## src/rtl/l1_trigger_decision.sv

```systemverilog
// L1 trigger decision: persistence + deadtime on the neuron score y_in.
// Ports: clk, rst, y_in/y_valid, threshold, enable -> trig_out, trig_busy,
// trig_count (saturating), peak_out. Optional macro: TRIG_PRESCALE_EN.
module l1_trigger_decision #(
  parameter int DATA_W   = 16,
  parameter int PERSIST  = 2,
  parameter int DEADTIME = 8,
  parameter int CNT_W    = 16
`ifdef TRIG_PRESCALE_EN
  ,
  parameter int PRESCALE = 4
`endif
) (
  input  logic                     clk,
  input  logic                     rst,
  input  logic signed [DATA_W-1:0] y_in,
  input  logic                     y_valid,
  input  logic signed [DATA_W-1:0] threshold,
  input  logic                     enable,
  output logic                     trig_out,
  output logic                     trig_busy,
  output logic [CNT_W-1:0]         trig_count,
  output logic signed [DATA_W-1:0] peak_out
);

  localparam int RW = $clog2(PERSIST + 1);
  localparam int DW = $clog2(DEADTIME + 1);
  localparam logic [RW-1:0] RUN_LAST = RW'(PERSIST - 1);
  localparam logic [DW-1:0] DEAD_LAST = DW'(DEADTIME - 1);

  localparam logic [1:0] S_IDLE  = 2'd0;
  localparam logic [1:0] S_ARMED = 2'd1;
  localparam logic [1:0] S_DEAD  = 2'd2;

  logic [1:0]               state;
  logic [RW-1:0]            run_cnt;
  logic [DW-1:0]            dead_cnt;
  logic signed [DATA_W-1:0] peak_run;
  logic signed [DATA_W-1:0] peak_nxt;
  logic                     qual;
  logic                     fire;
  logic                     pulse;
  logic                     live;

  assign live = (state == S_IDLE) || (state == S_ARMED);
  assign qual = y_valid && enable && (y_in > threshold);

  // run_cnt is zero in IDLE, so one compare covers PERSIST=1 too
  assign fire = live && qual && (run_cnt == RUN_LAST);

  assign peak_nxt = (state == S_ARMED && peak_run > y_in)
                  ? peak_run : y_in;

`ifdef TRIG_PRESCALE_EN
  localparam int PW = $clog2(PRESCALE + 1);
  localparam logic [PW-1:0] PRE_LAST = PW'(PRESCALE - 1);

  logic [PW-1:0] pre_cnt;

  // first fire after reset pulses, then every PRESCALE-th
  assign pulse = (pre_cnt == '0);

  always_ff @(posedge clk or posedge rst) begin
    if (rst) begin
      pre_cnt <= '0;
    end else if (fire) begin
      pre_cnt <= (pre_cnt == PRE_LAST) ? '0 : pre_cnt + PW'(1);
    end
  end
`else
  assign pulse = 1'b1;
`endif

  always_ff @(posedge clk or posedge rst) begin
    if (rst) begin
      state      <= S_IDLE;
      run_cnt    <= '0;
      dead_cnt   <= '0;
      peak_run   <= '0;
      trig_out   <= 1'b0;
      trig_busy  <= 1'b0;
      trig_count <= '0;
      peak_out   <= '0;
    end else begin
      trig_out <= 1'b0;
      if (fire) begin
        trig_out  <= pulse;
        trig_busy <= 1'b1;
        dead_cnt  <= DEAD_LAST;
        peak_out  <= peak_nxt;
        if (trig_count != '1)
          trig_count <= trig_count + CNT_W'(1);
        state    <= S_DEAD;
        run_cnt  <= '0;
        peak_run <= '0;
      end else begin
        case (state)
          S_IDLE, S_ARMED: begin
            if (qual) begin
              run_cnt  <= run_cnt + RW'(1);
              peak_run <= peak_nxt;
              state    <= S_ARMED;
            end else if (!enable || y_valid) begin
              // gaps (y_valid=0) keep the run alive
              run_cnt  <= '0;
              peak_run <= '0;
              state    <= S_IDLE;
            end
          end
          S_DEAD: begin
            if (dead_cnt == '0) begin
              trig_busy <= 1'b0;
              state     <= S_IDLE;
            end else begin
              dead_cnt <= dead_cnt - DW'(1);
            end
          end
          default: begin
            run_cnt   <= '0;
            peak_run  <= '0;
            trig_busy <= 1'b0;
            state     <= S_IDLE;
          end
        endcase
      end
    end
  end

endmodule

```

## config.mk

```make
export PLATFORM = sky130hd
export DESIGN_NAME = l1_trigger_decision
export DESIGN_NICKNAME = d
export VERILOG_FILES = /design/src/rtl/l1_trigger_decision.sv
export SDC_FILE = /design/constraint.sdc
export NUM_CORES = 1
export LEC_CHECK = 0
export BUFFER_PORTS_ARGS = -buffer_cell sky130_fd_sc_hd__buf_2
export CAP_MARGIN = 25
export CELL_PAD_IN_SITES_DETAIL_PLACEMENT = 2
export CELL_PAD_IN_SITES_GLOBAL_PLACEMENT = 2
export CORE_ASPECT_RATIO = 1.75
export CORE_MARGIN = 2
export CORE_UTILIZATION = 37
export DETAILED_ROUTE_END_ITERATION = 12
export GPL_ROUTABILITY_DRIVEN = 0
export GPL_TIMING_DRIVEN = 0
export PLACE_DENSITY = 0.86
export SLEW_MARGIN = 0
export SYNTH_ARGS = -nofsm -noshare
export SYNTH_HDL_FRONTEND = slang
export SYNTH_SLANG_ARGS = --single-unit
```

## constraint.sdc

```tcl
create_clock -name clk -period 8.15 [get_ports clk]
set_input_delay 2.0375 -clock clk [delete_from_list [all_inputs] [get_ports clk]]
set_output_delay 2.0375 -clock clk [all_outputs]
set_load 0.05 [all_outputs]
```

Yosys cells after proc, flatten, opt, wreduce, memory -nomap -nowiden
Cells that the tools add are included.
{ "totals": {"register_bits": 58} }
{ "op_classes": {"addsub": 3, "n_lt_le_gt_ge": 2, "eq_ne": 9, "muxes": 20, "n_reduce_logical": 17} }
{ "op_table": {"columns": ["cell", "count"], "rows": [
  ["$mux 16", 4],
  ["$gt 16x16->1", 2],
  ["$pmux 16 s2", 1],
  ["$add 16x1->16 const B", 1],
  ["$ne 16x16->1 const B", 1],
  ["$mux 2", 6],
  ["$mux 4", 3],
  ["$reduce_and 2->1", 5],
  ["$pmux 2 s2", 2],
  ["$ne 2x2->1 const B", 3],
  ["$logic_and 1x1->1", 5],
  ["$eq 2x1->1 const B", 2],
  ["$logic_not 4->1", 1],
  ["$ne 4x4->1 const B", 1],
  ["$sub 4x1->4 const B", 1],
  ["$mux 1", 3],
  ["$ne 3x3->1 const B", 1],
  ["$add 2x1->2 const B", 1],
  ["$eq 2x2->1 const B", 1],
  ["$logic_not 2->1", 1],
  ["$logic_or 1x1->1", 2],
  ["$pmux 1 s2", 1],
  ["$reduce_bool 2->1", 1],
  ["$reduce_or 2->1", 1],
  ["$logic_not 1->1", 1]
]} }

Logic depth before layout (Yosys ltp)
{ "depth": {"depth_word": 6, "mapped_depth": 11, "depth_no_buf": 9} }

Worst setup path before layout
No wires, ideal clock.
{ "synth_timing": {"kind": "input to register", "start": "input port y_in[1]", "end": "register peak_run[0]", "arrival_ps": 4183, "path_slack_ps": 3846, "path_stages": 11, "n_path_buf": 2, "cell_sequence": "inv_1 ha_1 nor2b_4 o211ai_2 a2111oi_1 or4_1 a2111oi_2 buf_6 nor4_4 buf_6 a22o_1"} }
{ "synth_via": {"elab_chain_cells": 6, "word_cells_on_any_way": 13, "classes_between": "2 x order compare; 2 x eq/ne; 4 x mux; 5 x reduce/logical"} }
{ "synth_lines": {"columns": ["item", "line_no", "source"], "rows": [
  ["start, declared", "16", "input logic signed [DATA_W-1:0] y_in,"],
  ["$gt 16x16->1 (on tied branches)", "51, 46", null],
  ["$logic_and 1x1->1 (on tied branches)", "51, 46", null],
  ["$mux 16 / $logic_and 1x1->1 (equally long branches)", "52, 49", null],
  ["$mux 16 / $logic_and 1x1->1 (equally long branches)", "99, 49", null],
  ["$pmux 16 s2, or another cell as far along", "97", "case (state)"],
  ["$mux 16 / $reduce_and 2->1 (equally long branches)", null, null],
  ["end signal, assigned", "101", "peak_run <= peak_nxt;"],
  ["end, declared", "38", "logic signed [DATA_W-1:0] peak_run;"]
]} }
Parallel ways exist; a longest one is shown, timed or not.
A chain may end at the register's enable or synchronous reset.

Worst setup path in the final report
{ "layout_timing": {"start": "input port y_in[15]", "end": "register peak_out[0]"} }
{ "layout_via": {"elab_chain_cells": 4, "word_cells_on_any_way": 7, "classes_between": "2 x order compare; 1 x mux; 4 x reduce/logical"} }
{ "layout_lines": {"columns": ["item", "line_no", "source"], "rows": [
  ["$gt 16x16->1", "46", "assign qual = y_valid && enable && (y_in > threshold);"],
  ["$logic_and 1x1->1", "46", null],
  ["$logic_and 1x1->1 (2 in series)", "49", "assign fire = live && qual && (run_cnt == RUN_LAST);"],
  ["end signal, assigned", "90", "peak_out <= peak_nxt;"],
  ["end, declared", "23", "output logic signed [DATA_W-1:0] peak_out"]
]} }
Parallel ways exist; a longest one is shown, timed or not.

==> flow_metrics.py <==
metrics = {
    "run_status": {
        "status": "complete, no violations",
    },
    "synthesis": {
        "synth_edf_count": 0,
        "yosysSeqAreaShare_pct": 42.41,
        "ys_ff_latch": 58,
        "synthCells": 343,
        "syn-cell-area_um2": 3422,
        "yosys-top-cells-area": "dfrtp_1 (42%), ha_1 (13%), a21oi_1 (5.4%)",
        "synth_nets": 414,
        "yosys_most_used_dff": "dfrtp_1",
        "async_flop_share_pct": 100.0,
        "synth.top_cell.area_share_pct": 42.41,
        "syn_area_per_cell_um2": 9.977,
        "yosysWarningCount": 0,
        "synth_cell_types": 43,
        "synth_top_area_cell": "dfrtp_1",
    },
    "worst_setup_path": {
        "cp-startpoint": "y_in[15]",
        "crit_path_start_kind": "input port",
        "crit_path_cell_trace": "buf_2, inv_1, ha_1, nand4_1, nor2_1, a21o_1, or4_1, a2111oi_2, buf_6, buf_12, mux2i_1, a21oi_1",
        "max_stage_delay_ns": 0.43,
        "crit_type": "in2reg",
        "end_kind": "register",
        "cpMaxStageDelayCell": "or4_1",
        "crit_required_ns": 8.33,
        "r2r_start": "peak_run[15]$_DFFE_PP0P_",
        "path_max_fanout": 10,
        "worstPathArrival_ns": 4.66,
    },
    "placed_design": {
        "portBuffers": 69,
        "post-place-ws_ns": 3.306,
        "placed_cells": 533,
        "dpl_cell_area_um2": 3938,
        "dp_hpwl_um": 8071,
    },
    "clock_network": {
        "root_buffer": "clkbuf_16",
        "holdBufCountCts": 0,
        "cts_buffers": 9,
        "cts.sinks": 58,
        "clock_latency_ns": 0.33,
        "cts_tree": "built",
        "cts_buffer_depth": 2,
        "post_cts_resize_count": 0,
        "postCtsSetupBuffers": 0,
        "htree_levels": 3,
        "clkTransAtPathRegs_ns": 0.05,
    },
    "sta": {
        "finalSetupViolations": 0,
        "period_minus_slack_ns": 4.475,
        "slew_viol_final": 0,
        "setup_tns_ns": 0,
        "worst_pin_slew_ns": 0.6352,
        "fmax_mhz": 223.4,
        "rsz0062_at_grt": "no",
        "finClkSkew_ns": 0.007006,
        "hold_viol": 0,
        "period_share_pct": 54.91,
        "setup_slack_ns": 3.675,
        "relSlewSlack_pct": 57.65,
    },
    "floorplan": {
        "core-area_um2": 9036,
        "fp.dieArea_um2": 10060,
        "io-pin-count": 70,
        "die_h_um": 131.2,
        "die_w_um": 76.70,
        "start_util_pct": 37.87,
        "rows": 46,
    },
    "hold_path": {
        "hold_path_startpoint": "run_cnt[0]$_DFFE_PP0P_",
        "holdCritPathClass": "reg2reg",
    },
    "route": {
        "avgRoutedWirePerCell_um": 19.39,
        "dr.pass1.iters": 4,
        "vias_per_cell": 5.406,
        "vias": 2968,
        "drc_errors": 0,
        "drt-total-wl_um": 10640,
        "antenna_left": 0,
        "drt-initial-drc-count": 87,
    },
    "global_routing": {
        "grt_pass1_vias": 3444,
        "grtUsageTotal_pct": 22.63,
        "overflow": 0,
        "grt_start_max_net_pins": 41,
        "grt_pass1_wl_um": 17980,
        "grt_antenna_before_repair": 0,
    },
    "cells_and_area": {
        "final_common_cell": "buf_2",
        "layout.nets": 495,
        "area.growth.synth_to_final_pct": 23.33,
        "stdcell_count": 549,
        "design_area_um2": 4220,
        "final_cell_mix": "buf_2 (70), dfrtp_1 (58), inv_1 (38), a21oi_1 (37), ha_1 (35)",
        "drive_gt1_share_pct": 23.31,
        "diodes": 0,
    },
    "flow_run": {
        "maxCapViolations": 0,
    },
    "power": {
        "power_mw": 1.176,
        "peakVddDrop_uv": 129.2,
        "p_leak_nw": 2.144,
        "p_per_area_nw_per_um2": 278.7,
    },
}
==> metrics by stage <==
stage / util (%) / hold slack (ns)
floorplan: - / 0.4518
global placement: 43.35 / 0.4682
detailed placement: 43.58 / 0.4894
CTS: 46.70 / 0.4981
global route: 46.70 / 0.5324
finish: 46.70 / 0.4950
==> cell families after synthesis <==
| group | count (synthesis) | share of synthesized area (%) |
|---|---|---|
| flops | 58 | 42.41 |
| buf+inv | 50 | 6.910 |
| simple gates | 91 | 13.97 |
| mux | 18 | 5.338 |
| fa+ha+maj | 35 | 12.80 |
| xor+xnor | 14 | 3.583 |
| compound gates | 77 | 14.99 |
==> worst max-delay path: cells and delay by family <==
kind	cells	cell delay, ns
and+or+nand+nor	3	0.70
AOI/OAI and AO/OA	3	0.69
buffers and inverters	4	0.59
adders and majority gates	1	0.36
muxes	1	0.27
==> flip-flops by register name (all words and copies together) (netlist names) <==
name and cells:
dead_cnt 4, peak_out 16, peak_run 16, run_cnt 2
state 2, trig_busy 1, trig_count 16, trig_out 1
==> where the power goes <==
| group | leakage, nW | switching [mW] | internal, mW |
|---|---|---|---|
| clock | 0.139 | 0.137 | 0.222 |
| sequential | 0.766 | 0.0476 | 0.353 |
| combinational | 1.24 | 0.296 | 0.121 |
==> cells in the mapped netlist, types with 2 or more instances <==
master / count
nand3_1: 13
clkbuf_1: 5
nor3_1: 4
mux2_1: 2
nor2_1: 24
nand4_1: 12
nor2b_1: 2
o21ai_0: 3
a2111oi_1: 2
ha_1: 35
mux2i_1: 16
buf_6: 2
xnor2_1: 13
or4_1: 2
dfrtp_1: 58
o21ai_1: 6
nand2_1: 18
and3_1: 5
and2_1: 2
a21oi_1: 37
buf_12: 2
a21o_1: 4
a22o_1: 16
inv_1: 39
o31ai_1: 3
==> area by class of cell <==
| class | count | area, um^2 |
|---|---|---|
| Fill cell | 989 | 4816 |
| Multi-Input combinational cell | 235 | 1734 |
| Sequential cell | 58 | 1451 |
| Timing Repair Buffer | 70 | 365.4 |
| Clock buffer | 12 | 256.5 |
| Inverter | 40 | 150.1 |
| Tap cell | 120 | 150.1 |
| Buffer | 10 | 86.33 |
| Clock inverter | 4 | 26.28 |
==> routing by layer <==
metal | global-route usage, % | vias up | routed length, um
li1 | - | 1375 | -
met4 | 10.51 | 0 | 339
met2 | 42.88 | 60 | 6183
met1 | 24.01 | 1517 | 3889
met3 | 3.159 | 16 | 232
met5 | 0 | - | 0
==> path summary, 6_finish.rpt <==
kind                                       endpoint  slack (ns)  cells past startpoint
max reg2reg                 peak_out[0]$_DFFE_PP0P_        5.16                      9
min in group asynchronous        trig_out$_DFF_PP0_        1.72                      2
min                          run_cnt[0]$_DFFE_PP0P_        0.49                      1
min reg2reg                  run_cnt[0]$_DFFE_PP0P_        0.49                      1
max in group asynchronous  peak_run[12]$_DFFE_PP0P_        5.83                      3
max                         peak_out[0]$_DFFE_PP0P_        3.67                     12
No activity file was read; power rests on OpenSTA's default activity.
